--- config.mk ---
export PLATFORM = sky130hd
export DESIGN_NAME = debounce_ctrl
export DESIGN_NICKNAME = d
export VERILOG_FILES = /design/src/rtl/debounce_ctrl_pkg.sv /design/src/rtl/debounce_ctrl_sync2.sv /design/src/rtl/debounce_ctrl.sv
export SDC_FILE = /design/constraint.sdc
export NUM_CORES = 1
export LEC_CHECK = 0
export CORE_MARGIN = 2
export CORE_UTILIZATION = 40
export DETAILED_ROUTE_END_ITERATION = 8
export GPL_TIMING_DRIVEN = 0
export PLACE_DENSITY = 0.65
export SYNTH_ARGS = -nofsm -noshare
export SYNTH_HDL_FRONTEND = slang
export SYNTH_SLANG_ARGS = --single-unit
--- constraint.sdc ---
create_clock -name CLK -period 4.05 [get_ports CLK]
set_clock_uncertainty 0.2 [all_clocks]
set_input_delay 0.405 -clock CLK [delete_from_list [all_inputs] [get_ports CLK]]
set_output_delay 0.405 -clock CLK [all_outputs]
set_load 0.01 [all_outputs]
--- src/rtl/debounce_ctrl_pkg.sv ---
// -----------------------------------------------------------------------------
// debounce_ctrl_pkg
// Shared definitions for the pushbutton debounce / long-press controller:
// FSM state encoding, hold-tick counter width and a helper that derives the
// terminal tick value from the LONG_TICKS parameter.
// -----------------------------------------------------------------------------
package debounce_ctrl_pkg;

    typedef enum logic [1:0] {
        DBNC_IDLE_S   = 2'd0,
        DBNC_SETTLE_S = 2'd1,
        DBNC_HOLD_S   = 2'd2,
        DBNC_LATCH_S  = 2'd3
    } dbnc_state_e;

    localparam int TICK_W = 8;

    // Terminal value of the hold-tick counter. With long_ticks == 0 the
    // hold state is never entered, so the returned value is irrelevant.
    function automatic logic [TICK_W-1:0] last_tick(input int unsigned long_ticks);
        logic [TICK_W-1:0] last;
        last = '0;
        if (long_ticks != 0)
            last = TICK_W'(long_ticks - 1);
        return last;
    endfunction

endpackage

--- src/rtl/debounce_ctrl_sync2.sv ---
// -----------------------------------------------------------------------------
// debounce_ctrl_sync2
// Two-flop synchroniser for a single asynchronous bit, both flops reset to 0.
// Ports:
//   clk   - destination clock
//   rst_n - asynchronous active-low reset
//   d     - asynchronous input
//   q     - synchronised output, lags d by two clock edges
// -----------------------------------------------------------------------------
module debounce_ctrl_sync2 (
    input  logic clk,
    input  logic rst_n,
    input  logic d,
    output logic q
);

    logic meta;

    always_ff @(posedge clk or negedge rst_n) begin
        if (!rst_n) begin
            meta <= 1'b0;
            q    <= 1'b0;
        end else begin
            meta <= d;
            q    <= meta;
        end
    end

endmodule

--- src/rtl/debounce_ctrl.sv ---
// -----------------------------------------------------------------------------
// debounce_ctrl
// Pushbutton debounce and long-press controller driving a paired timer.
// A level change on the synchronised button starts the timer; the level is
// committed only if it stays stable until the timer expires. A committed
// press then counts LONG_TICKS further timer periods before LONG_PRESS.
// Ports:
//   CLK        - system clock
//   RST_N      - asynchronous active-low reset (shared with the timer)
//   BTN_RAW    - asynchronous raw button input
//   TMR_PULSE  - single-cycle expiry from the paired timer
//   TMR_START  - one-cycle start request to the timer
//   TMR_CLR    - one-cycle abort to the timer
//   BTN_LEVEL  - debounced level, 1 = pressed
//   PRESS      - one-cycle pulse on committed press
//   RELEASE    - one-cycle pulse on committed release
//   LONG_PRESS - one-cycle pulse once per hold
// -----------------------------------------------------------------------------
module debounce_ctrl
    import debounce_ctrl_pkg::*;
#(
    parameter int unsigned ACTIVE_HIGH = 1,
    parameter int unsigned LONG_TICKS  = 8
) (
    input  logic CLK,
    input  logic RST_N,
    input  logic BTN_RAW,
    input  logic TMR_PULSE,
    output logic TMR_START,
    output logic TMR_CLR,
    output logic BTN_LEVEL,
    output logic PRESS,
    output logic RELEASE,
    output logic LONG_PRESS
);

    localparam logic              LONG_EN   = (LONG_TICKS != 0);
    localparam logic [TICK_W-1:0] LAST_TICK = last_tick(LONG_TICKS);

    logic              raw_pol;
    logic              s;
    dbnc_state_e       state, state_nxt;
    logic              target, target_nxt;
    logic [TICK_W-1:0] tick_cnt, tick_nxt;
    logic              level_nxt;
    logic              start_nxt, clr_nxt, press_nxt, release_nxt, long_nxt;

    assign raw_pol = (ACTIVE_HIGH != 0) ? BTN_RAW : ~BTN_RAW;

    debounce_ctrl_sync2 u_sync (
        .clk   (CLK),
        .rst_n (RST_N),
        .d     (raw_pol),
        .q     (s)
    );

    always_comb begin
        state_nxt   = state;
        target_nxt  = target;
        tick_nxt    = tick_cnt;
        level_nxt   = BTN_LEVEL;
        start_nxt   = 1'b0;
        clr_nxt     = 1'b0;
        press_nxt   = 1'b0;
        release_nxt = 1'b0;
        long_nxt    = 1'b0;

        case (state)
            DBNC_IDLE_S: begin
                if (s != BTN_LEVEL) begin
                    start_nxt  = 1'b1;
                    target_nxt = s;
                    state_nxt  = DBNC_SETTLE_S;
                end
            end

            DBNC_SETTLE_S: begin
                // A bounce takes priority over a coincident expiry.
                if (s != target) begin
                    clr_nxt   = 1'b1;
                    state_nxt = DBNC_IDLE_S;
                end else if (TMR_PULSE) begin
                    level_nxt   = target;
                    press_nxt   = target;
                    release_nxt = ~target;
                    if (target && LONG_EN) begin
                        tick_nxt  = '0;
                        start_nxt = 1'b1;
                        state_nxt = DBNC_HOLD_S;
                    end else begin
                        state_nxt = DBNC_IDLE_S;
                    end
                end
            end

            DBNC_HOLD_S: begin
                // Release takes priority over a coincident expiry; the
                // release itself is debounced from IDLE.
                if (!s) begin
                    clr_nxt   = 1'b1;
                    state_nxt = DBNC_IDLE_S;
                end else if (TMR_PULSE) begin
                    if (tick_cnt == LAST_TICK) begin
                        long_nxt  = 1'b1;
                        state_nxt = DBNC_LATCH_S;
                    end else begin
                        tick_nxt  = tick_cnt + 1'b1;
                        start_nxt = 1'b1;
                    end
                end
            end

            DBNC_LATCH_S: begin
                if (!s)
                    state_nxt = DBNC_IDLE_S;
            end

            default: state_nxt = DBNC_IDLE_S;
        endcase
    end

    always_ff @(posedge CLK or negedge RST_N) begin
        if (!RST_N) begin
            state      <= DBNC_IDLE_S;
            target     <= 1'b0;
            tick_cnt   <= '0;
            BTN_LEVEL  <= 1'b0;
            TMR_START  <= 1'b0;
            TMR_CLR    <= 1'b0;
            PRESS      <= 1'b0;
            RELEASE    <= 1'b0;
            LONG_PRESS <= 1'b0;
        end else begin
            state      <= state_nxt;
            target     <= target_nxt;
            tick_cnt   <= tick_nxt;
            BTN_LEVEL  <= level_nxt;
            TMR_START  <= start_nxt;
            TMR_CLR    <= clr_nxt;
            PRESS      <= press_nxt;
            RELEASE    <= release_nxt;
            LONG_PRESS <= long_nxt;
        end
    end

endmodule

==> results.json <==
{
  "status": "completed",
  "post-cts-setup-buffer-count": 0,
  "hp-class": "flop to flop",
  "power_density_nw_per_um2": 537,
  "syn_nets": 122,
  "multi_input_area_sq_um": 547,
  "crit_slowest_cell": "dfrtp_1",
  "wirelength_mm": 2.09,
  "rsz0062_at_grt": "no",
  "root_buffer": "clkbuf_4",
  "place.gp.congestion": 0.808,
  "grt_pass1_wl_mm": 3.72,
  "drc_errors": 0,
  "fmax_ghz": 0.445,
  "grt_usage_pct": 15.0,
  "cts_buffers": 3,
  "p_leak_uw": 0.000571,
  "cts_resized": 0,
  "crit_path_cell_trace": "ha_1, nand2b_1, a221o_1, a21o_1, a221o_1",
  "cts_max_level": 1,
  "clkTransAtPathRegs_ns": 0.11,
  "synth_edf_count": 0,
  "synth_cells": 110,
  "path_buf_inv": 0,
  "dr.pass1.iters": 4,
  "grt_max_degree": 20,
  "final_cells": 153,
  "synth_cell_types": 36,
  "first_global_vias": 827,
  "antenna_found_initial": 0,
  "final.min_clock_period_ns": 2.25,
  "final-seq-area_sq_um": 475,
  "worstSkewPairLatency_ns": 0.30,
  "nFillCells": 244,
  "timing_worst_setup_path_type": "flop to flop",
  "cp.required_ns": 4.05,
  "ant_nets": 0,
  "syn_avg_cell_area_sq_um": 9.68,
  "cts_sinks": 19,
  "syn-cell-area_sq_um": 1060,
  "syn2layout_area_growth_pct": 14.6,
  "vias": 882,
  "cp_max_fo": 7,
  "layout-drive-gt1-share_pct": 8.13,
  "maxCapViolations": 0,
  "numPortBuffers": 9,
  "drv_slew": 0,
  "dp.cells": 149,
  "clk_path_buf_depth": 2,
  "synth_flop_cell": "dfrtp_1",
  "die_w_um": 55.6,
  "startpoint_type": "flop",
  "setup_violations": 0,
  "dpl.hpwl_mm": 1.53,
  "worst_slew_pin_slew_ns": 0.858,
  "ctsHoldBuffers": 0,
  "dieArea_sq_um": 3090,
  "cpPeakStageDelay_ns": 0.46,
  "cp_top_family": "compound AO/OA/AOI/OAI gates",
  "hold_violations": 0,
  "ys_ff_latch": 19,
  "initial_core_util_pct": 42.6,
  "n_antenna_cell": 0,
  "arrival_ns": 2.24,
  "ys_seq_area_share_pct": 44.7,
  "avgRoutedWirePerCell_um": 13.7,
  "end_kind": "flop",
  "dr.first_iter.drc_count": 19,
  "viasPerCell": 5.76,
  "fin_crit_sh_pct": 55.5,
  "cp_common_cell": "a221o_1",
  "nets": 136,
  "gr-total-overflow": 0,
  "max_slew_margin_pct": 42.6,
  "vdd_drop_max_v": 0.000314,
  "rows": 18,
  "ys.warnings.count": 0,
  "cts_tree": "done",
  "finalSetupTns_ns": 0,
  "die_y_um": 55.6,
  "io_pins": 10,
  "core_sq_um": 2500,
  "synthArstFlopShare_pct": 100
}
-- metal layers --
layer | routed length (um) | GRT usage [%] | vias to the layer above | share of wire (%)
met2 | 979 | 22.6 | 13 | 47
li1 | - | - | 426 | -
met5 | 0 | 0 | - | 0
met1 | 1010 | 20.8 | 439 | 48
met3 | 67 | 2.56 | 4 | 3.2
met4 | 36 | 7.32 | 0 | 1.7
-- placed cells by master (no fill, tap or decap), drive strengths merged, types with 2 or more instances in the layout --
cell type and count:
o21ai 4, a221o 3, buf 2, nor3 3, nand3 12, a31oi 2
clkdlybuf4s50 9, and3 3, nor2 4, o211ai 3, dfrtp 19, a21o 2
and2 3, ha 8, nand2 15, clkbuf 3, a21oi 3, inv 7
-- cell type report --
| cell class | count | area share, % |
|---|---|---|
| buffer | 2 | 1.33 |
| multi-input combinational | 82 | 44.8 |
| sequential | 19 | 39.0 |
| timing repair buffer | 9 | 7.38 |
| inverter | 7 | 2.15 |
| tap | 30 | 3.08 |
| clock inverter | 1 | 0.410 |
| clock buffer | 3 | 1.85 |
-- synthesized netlist by cell type, types with 2 or more instances --
cell type  number  share of area (%)
a21o_1          2                1.4
a21oi_1         3                1.4
a221o_1         3                2.8
a31oi_1         2                1.2
and2_1          3                1.8
and3_1          3                1.8
dfrtp_1        19                 45
ha_1            8                9.4
inv_1           6                2.1
nand2_1        15                5.3
nand3_1        12                5.6
nor2_1          4                1.4
nor3_1          3                1.4
o211ai_1        3                2.1
o21ai_0         3                1.4
-- where the power goes --
| group | internal (uW) | total [uW] | leakage (uW) | switching (uW) |
|---|---|---|---|---|
| Sequential | 228 | 262 | 0.000249 | 34.5 |
| Combinational | 127 | 295 | 0.000304 | 168 |
| Clock | 36.8 | 97.3 | 0.0000177 | 60.5 |
-- registers in the layout (all words and copies together), names as in the netlist --
| register | flops |
|---|---|
| target | 1 |
| TMR_START | 1 |
| TMR_CLR | 1 |
| LONG_PRESS | 1 |
| u_sync.q | 1 |
| u_sync.meta | 1 |
| PRESS | 1 |
| RELEASE | 1 |
| state | 2 |
| tick_cnt | 8 |
| BTN_LEVEL | 1 |
-- final timing paths --
kind                       cells after the start                 endpoint  slack [ns]                   from
max                                            5  tick_cnt[2]$_DFFE_PN0P_        1.80     target$_DFFE_PN0P_
min                                            0       u_sync.q$_DFF_PN0_        0.16  u_sync.meta$_DFF_PN0_
max reg2reg                                    5  tick_cnt[2]$_DFFE_PN0P_        1.80     target$_DFFE_PN0P_
min reg2reg                                    0       u_sync.q$_DFF_PN0_        0.16  u_sync.meta$_DFF_PN0_
max in group asynchronous                      1    u_sync.meta$_DFF_PN0_        2.74                  RST_N
min in group asynchronous                      1       target$_DFFE_PN0P_        0.38                  RST_N
-- per-stage QoR --
stage	area [sq um]	utilization, %	hold slack, ns	total power, uW	setup slack [ns]
after floorplan	1060	-	-0.0906	458	1.98
after CTS	1220	48.8	0.163	659	1.81
after detailed placement	1190	47.7	0.137	556	1.73
after global routing	1220	48.8	0.182	710	1.71
final	1220	48.8	0.161	655	1.80
after global placement	1190	47.7	0.136	544	1.73
-- cells by family (layout without fill, tap and decap cells) --
| family | count (synthesis) | in the layout | synth area share, % |
|---|---|---|---|
| xor+xnor | 1 | 1 | 0.823 |
| compound gates | 25 | 25 | 17.3 |
| flops | 19 | 19 | 44.7 |
| fa+ha+maj | 8 | 8 | 9.40 |
| buf+inv | 9 | 22 | 3.99 |
| simple gates | 47 | 47 | 22.8 |
| mux | 1 | 1 | 1.06 |
(Power assumes the default switching activity.)
